==> config.mk <==
export PLATFORM = sky130hd
export DESIGN_NAME = fifo_top_out
export DESIGN_NICKNAME = d
export VERILOG_FILES = /design/src/rtl/fifo_top_out_pkg.sv /design/src/rtl/fifo_out_buf.sv /design/src/rtl/fifo_top_out.sv
export SDC_FILE = /design/constraint.sdc
export NUM_CORES = 1
export LEC_CHECK = 0
export BUFFER_PORTS_ARGS = -buffer_cell sky130_fd_sc_hd__buf_2
export CAP_MARGIN = 10
export CORE_UTILIZATION = 59
export DETAILED_ROUTE_END_ITERATION = 7
export PLACE_DENSITY = 0.8
export SYNTH_ARGS = -nofsm -noshare
export SYNTH_HDL_FRONTEND = slang
export SYNTH_SLANG_ARGS = --single-unit
==> constraint.sdc <==
create_clock -name clk -period 6.6 [get_ports clk]
set_input_delay 0.66 -clock clk [delete_from_list [all_inputs] [get_ports clk]]
set_output_delay 0.66 -clock clk [all_outputs]
set_load 0.02 [all_outputs]
==> src/rtl/fifo_top_out_pkg.sv <==
// Shared definitions for the factorial machine FIFO tops: register map,
// flag bit positions and default geometry.
package fifo_top_out_pkg;
    localparam int DW    = 32;
    localparam int DEPTH = 8;
    localparam int AW    = 3;
    localparam int CW    = 4;

    localparam logic [7:0] ADDR_FLAG  = 8'h10;
    localparam logic [7:0] ADDR_DATA  = 8'h11;
    localparam logic [7:0] ADDR_COUNT = 8'h12;
    localparam logic [7:0] ADDR_CTRL  = 8'h13;
    localparam logic [7:0] ADDR_IRQEN = 8'h14;

    // Bit positions inside the 6-bit {full, empty, wr_ack, wr_err, rd_ack, rd_err} vector
    localparam int FLAG_FULL   = 5;
    localparam int FLAG_EMPTY  = 4;
    localparam int FLAG_WR_ACK = 3;
    localparam int FLAG_WR_ERR = 2;
    localparam int FLAG_RD_ACK = 1;
    localparam int FLAG_RD_ERR = 0;
endpackage

==> src/rtl/fifo_out_buf.sv <==
// Synchronous DEPTH x DW result buffer with push/pop/flush and per-cycle
// ack/err strobes; popped data is registered at the pop edge.
module fifo_out_buf
    import fifo_top_out_pkg::*;
#(
    parameter int P_DW    = DW,
    parameter int P_DEPTH = DEPTH,
    parameter int P_AW    = AW,
    parameter int P_CW    = CW
) (
    input  logic            clk,
    input  logic            reset,
    input  logic            push,
    input  logic            pop,
    input  logic            flush,
    input  logic [P_DW-1:0] din,
    output logic [P_DW-1:0] data_out,
    output logic [P_CW-1:0] count,
    output logic            full,
    output logic            empty,
    output logic            wr_ack,
    output logic            wr_err,
    output logic            rd_ack,
    output logic            rd_err
);
    logic [P_DW-1:0] mem [P_DEPTH];
    logic [P_AW-1:0] wr_ptr;
    logic [P_AW-1:0] rd_ptr;
    logic            do_push;
    logic            do_pop;

    assign full    = (count == P_CW'(P_DEPTH));
    assign empty   = (count == '0);
    assign do_push = push & ~full & ~flush;
    assign do_pop  = pop & ~empty & ~flush;

    always_ff @(posedge clk) begin
        if (!reset && do_push) begin
            mem[wr_ptr] <= din;
        end
    end

    // Flush outranks every other event and suppresses all ack/err strobes.
    always_ff @(posedge clk) begin
        if (reset || flush) begin
            wr_ptr   <= '0;
            rd_ptr   <= '0;
            count    <= '0;
            data_out <= '0;
            wr_ack   <= 1'b0;
            wr_err   <= 1'b0;
            rd_ack   <= 1'b0;
            rd_err   <= 1'b0;
        end else begin
            wr_ack <= do_push;
            wr_err <= push & full;
            rd_ack <= do_pop;
            rd_err <= pop & empty;
            if (do_push) begin
                wr_ptr <= wr_ptr + P_AW'(1);
            end
            if (do_pop) begin
                rd_ptr   <= rd_ptr + P_AW'(1);
                data_out <= mem[rd_ptr];
            end else if (pop) begin
                data_out <= '0;
            end
            count <= count + P_CW'(do_push) - P_CW'(do_pop);
        end
    end
endmodule

==> src/rtl/fifo_top_out.sv <==
// Bus-slave result FIFO: the factorial core pushes results, the host drains
// them and controls flush/interrupt through the sel/wr/address register bus.
module fifo_top_out
    import fifo_top_out_pkg::*;
#(
    parameter int P_DW    = DW,
    parameter int P_DEPTH = DEPTH,
    parameter int P_AW    = AW,
    parameter int P_CW    = CW
) (
    input  logic            clk,
    input  logic            reset,
    input  logic            sel,
    input  logic            wr,
    input  logic [7:0]      address,
    input  logic [P_DW-1:0] din,
    output logic [P_DW-1:0] dout,
    input  logic            core_wr,
    input  logic [P_DW-1:0] core_din,
    output logic            core_full,
    output logic [P_CW-1:0] fifo_cnt,
    output logic [5:0]      fifo_flag,
    output logic            irq
);
    // Core handshake: core_wr is a one-cycle push strobe, accepted on any
    // edge where core_full is low; pushes while full are dropped and flagged.
    logic            sel_q;
    logic            wr_q;
    logic [7:0]      addr_q;
    logic [5:0]      flag_q;
    logic [5:0]      live_flags;
    logic            irq_en;
    logic            rd_en;
    logic            flush;
    logic [P_DW-1:0] buf_data;
    logic [P_CW-1:0] count;
    logic            full;
    logic            empty;
    logic            wr_ack;
    logic            wr_err;
    logic            rd_ack;
    logic            rd_err;
    logic            unused_din;

    assign unused_din = ^din[P_DW-1:1];
    assign rd_en      = sel & ~wr & (address == ADDR_DATA);
    assign flush      = sel & wr & (address == ADDR_CTRL) & din[0];

    fifo_out_buf #(
        .P_DW   (P_DW),
        .P_DEPTH(P_DEPTH),
        .P_AW   (P_AW),
        .P_CW   (P_CW)
    ) u_buf (
        .clk     (clk),
        .reset   (reset),
        .push    (core_wr),
        .pop     (rd_en),
        .flush   (flush),
        .din     (core_din),
        .data_out(buf_data),
        .count   (count),
        .full    (full),
        .empty   (empty),
        .wr_ack  (wr_ack),
        .wr_err  (wr_err),
        .rd_ack  (rd_ack),
        .rd_err  (rd_err)
    );

    always_comb begin
        live_flags              = '0;
        live_flags[FLAG_FULL]   = full;
        live_flags[FLAG_EMPTY]  = empty;
        live_flags[FLAG_WR_ACK] = wr_ack;
        live_flags[FLAG_WR_ERR] = wr_err;
        live_flags[FLAG_RD_ACK] = rd_ack;
        live_flags[FLAG_RD_ERR] = rd_err;
    end

    always_ff @(posedge clk) begin
        if (reset) begin
            sel_q  <= 1'b0;
            wr_q   <= 1'b0;
            addr_q <= '0;
            flag_q <= '0;
            irq_en <= 1'b0;
        end else begin
            sel_q  <= sel;
            wr_q   <= wr;
            addr_q <= address;
            flag_q <= live_flags;
            if (sel && wr && address == ADDR_IRQEN) begin
                irq_en <= din[0];
            end
        end
    end

    // Read data decodes from the registered address phase.
    always_comb begin
        dout = '0;
        if (sel_q && !wr_q) begin
            case (addr_q)
                ADDR_FLAG:  dout = {{(P_DW-6){1'b0}}, flag_q};
                ADDR_DATA:  dout = buf_data;
                ADDR_COUNT: dout = {{(P_DW-P_CW){1'b0}}, count};
                ADDR_IRQEN: dout = {{(P_DW-1){1'b0}}, irq_en};
                default:    dout = '0;
            endcase
        end
    end

    assign fifo_cnt  = (sel_q && addr_q[3:0] == 4'h1) ? count : '0;
    assign fifo_flag = (sel_q && addr_q[3:0] == 4'h1) ? live_flags : '0;
    assign core_full = full;
    assign irq       = irq_en & ~empty;
endmodule
==> summary.txt <==
Run status
  • Outcome: finished, final reports clean

Worst setup path
  • Critical Path Source: addr_q[5]
  • CP cell instances: or4b_1 -> nor3_4 -> buf_4 -> and3_1 -> buf_2
  • Maximum fanout along the worst path: 15
  • Critical Path Source Type: flip-flop
  • CP top delay family: simple AND/OR/NAND/NOR gates
  • Buf/Inv on CP: 2
  • Crit path DAT: 2.78 ns
  • Reg-to-reg critical path startpoint: u_buf.count[2]
  • Req. time, crit path: ~5.9 ns
  • Worst path max stage delay: 0.60 ns
  • Slowest-stage cell, CP: or4b_1
  • Crit Path Class: reg -> out
  • CP Capture Type: output port

Timing
  • Period utilization: 0.521
  • Slew Limit Fails: 0
  • RSZ-0062 raised after global routing: false
  • Minimum clock period after layout: about 3.4 ns
  • Peak Freq: approximately 290 MHz
  • PnR worst setup slack: 3.16 ns
  • Total Neg Setup Slack: 0 ns
  • Final Setup Violations: 0
  • Skew final: 0.0151 ns
  • Max transition margin: 0.364
  • Final count of hold timing violations: 0
  • Worst-Margin Slew: roughly 0.95 ns
  • Tightest hold margin: 0.326 ns

Route
  • Via count: 6481
  • Vias per Instance: 6.01
  • Post-route DRC: 0
  • Final ANT Viol Nets: 0
  • Routed wire length: 24900 um
  • DR WL/cell: between 20 and 25 um
  • 1st-pass router iterations: 5
  • Drt initial violations: 431

Clock network
  • Post-CTS Setup Repair Bufs: 0
  • Clock latency at the later pin of the worst-skew pair: 0.57 ns
  • Root buf cell: clkbuf_16
  • Clock sinks: 322
  • Cts bufs inserted: 31
  • Quantity of hold-fixing buffers added after cts: 0
  • H-Tree Depth: 1
  • CTS tree: yes
  • # resized after CTS: 0
  • Clk pin slew, worst setup/hold paths: 0.06 ns
  • CTS max path bufs: 3

Pwr
  • Internal power: ~3.3 mW
  • Pwr Density: 297 mW/mm2
  • Sw Ratio: 0.209
  • Psw: 885 uW
  • Leak Pwr: just under 5 nW
  • Comb power frac: 0.056
  • Clk network pwr share: 0.402
  • VDD IR max: a little under 0.3 mV
  • Seq pwr share: 0.541

Placement
  • Placed Cells: 1020
  • IO Port Bufs: 89
  • Pre-CTS WS: 3.19 ns
  • Hpwl dp: 13800 um
  • RD Place Congestion: 0.845

Layout
  • Commonest non-fill, non-tap cell in the layout: edfxtp_1
  • Layout cells sized above 1: 0.329
  • Final net count: just under 900
  • Finished Layout Cells: roughly 1100
  • FILL cells: between 1000 and 1500
  • Area Growth Syn to Fin: 14.7%
  • Commonest cells after routing, fill and taps aside: edfxtp_1, buf_2, mux4_2, dfxtp_1, nor2_1
  • # diodes: 0

Floorplanning
  • Die area: 0.0216 mm2
  • Row Count: 52
  • Die H: 147 um
  • Starting Density: 0.606
  • IO Count: 121
  • Core area: a little over 0.02 mm2
  • Die Span X: 147 um

Synth
  • Avg Cell Area, Syn: 18.2 um2
  • Ys flop type: edfxtp_1
  • Seq/Total Area, Yosys: 0.727
  • Fraction of registers with async set/reset: 0
  • Post-synth EDFFs: 256
  • Yosys cell types: 41
  • Post-Syn Instances: 682
  • Synthesis-stage register bit count: between 300 and 400
  • Syn_nets: 768
  • Synthesized cell area: around 0.012 mm2
  • Synth Warn #: 0

Global routing
  • Tot GR Track Use: 0.237
  • Number of global-route vias before repair: 6800
  • First-pass GRT wire length: 38100 um
  • Initial antenna violation count: 1
  • Grt ovf: 0
  • Pin count of the biggest net entering global routing: 55

Worst hold path
  • Hold Crit Start: address[3]
  • Min-Delay Path Class: in -> reg

Run
  • Max-Cap Viols: 0
==> worst reg2reg max path, delay by kind of cell, from the launching register on <==
| family | cells | cell delay, ns |
|---|---|---|
| and+or+nand+nor | 3 | 0.94 |
| xor gates and xnor gates | 1 | 0.16 |
| buffers and inverters | 3 | 0.49 |
| DFF | 1 | 0.33 |
| adders and majority gates | 4 | 1.18 |
==> cells in the mapped netlist, types with 8 or more instances <==
master | count | area share
a22oi_1 | 32 | 0.019
and2_1 | 10 | 0.0050
and3_1 | 26 | 0.013
buf_2 | 16 | 0.0065
clkbuf_1 | 20 | 0.0061
dfxtp_1 | 66 | 0.11
edfxtp_1 | 256 | 0.62
ha_1 | 8 | 0.0081
inv_1 | 11 | 0.0033
mux2_2 | 32 | 0.029
mux2i_1 | 8 | 0.0065
mux4_2 | 64 | 0.12
nand2_1 | 8 | 0.0024
nor2_1 | 61 | 0.018
nor2b_1 | 16 | 0.0081
nor3_1 | 8 | 0.0032
==> cells by family after synthesis <==
group	Yosys count	synth area share
DFF	322	0.727
and+or+nand+nor	150	0.0644
muxes	104	0.152
buffers and inverters	49	0.0165
AOI/OAI and AO/OA	42	0.0262
adders and majority gates	9	0.00970
xor gates and xnor gates	6	0.00424
==> power groups by stage <==
| stage | registers [mW] | clock network, mW | logic [mW] |
|---|---|---|---|
| 2_1_floorplan | 2.32 | 0 | 0.149 |
| 5_1_grt | 2.29 | 1.80 | 0.263 |
| 6_report | 2.29 | 1.70 | 0.237 |
| 3_3_place_gp | 2.32 | 0 | 0.223 |
| 3_5_place_dp | 2.33 | 0 | 0.237 |
| 4_1_cts | 2.29 | 1.73 | 0.239 |
==> state kept, by name (all words and copies together), names as in the netlist, named ones only <==
register / flops
sel_q: 1
u_buf.data_out: 32
u_buf.rd_err: 1
u_buf.rd_ptr: 3
addr_q: 8
irq_en: 1
u_buf.wr_err: 1
u_buf.count: 4
u_buf.wr_ack: 1
u_buf.wr_ptr: 3
u_buf.mem: 256
u_buf.rd_ack: 1
wr_q: 1
flag_q: 6
==> per-stage QoR <==
stage               cell area (um2)  power (mW)  utilization
global placement              13200        2.55        0.647
floorplan                     12400        2.47            -
global route                  14200        4.36        0.696
detailed placement            13200        2.57        0.647
CTS                           14200        4.25        0.696
finish                        14200        4.22        0.696
==> path summary, 6_finish.rpt <==
check | end | slack, ns | cells past startpoint
max | dout[12] | 3.16 | 5
min | addr_q[3] | 0.33 | 2
min reg2reg | flag_q[0] | 0.47 | 1
max reg2reg | u_buf.count[2] | 3.36 | 11
==> layout make-up <==
| class | instances | area [um2] | share of cell area |
|---|---|---|---|
| Sequential cell | 322 | 9010 | 0.634 |
| Multi-Input combinational cell | 311 | 3250 | 0.229 |
| Clock buffer | 48 | 910 | 0.0640 |
| Timing Repair Buffer | 105 | 566 | 0.0398 |
| Tap cell | 270 | 338 | 0.0238 |
| Clock inverter | 10 | 95.1 | 0.00669 |
| Inverter | 12 | 45.0 | 0.00317 |
==> per-layer routing <==
layer,vias to the layer above,global-route usage,wire [um]
met4,2,0.0603,482
met1,3315,0.318,10100
met5,-,0,10
li1,2882,-,-
met2,242,0.409,12700
met3,40,0.0357,1530
No activity file was read; power rests on OpenSTA's default activity.
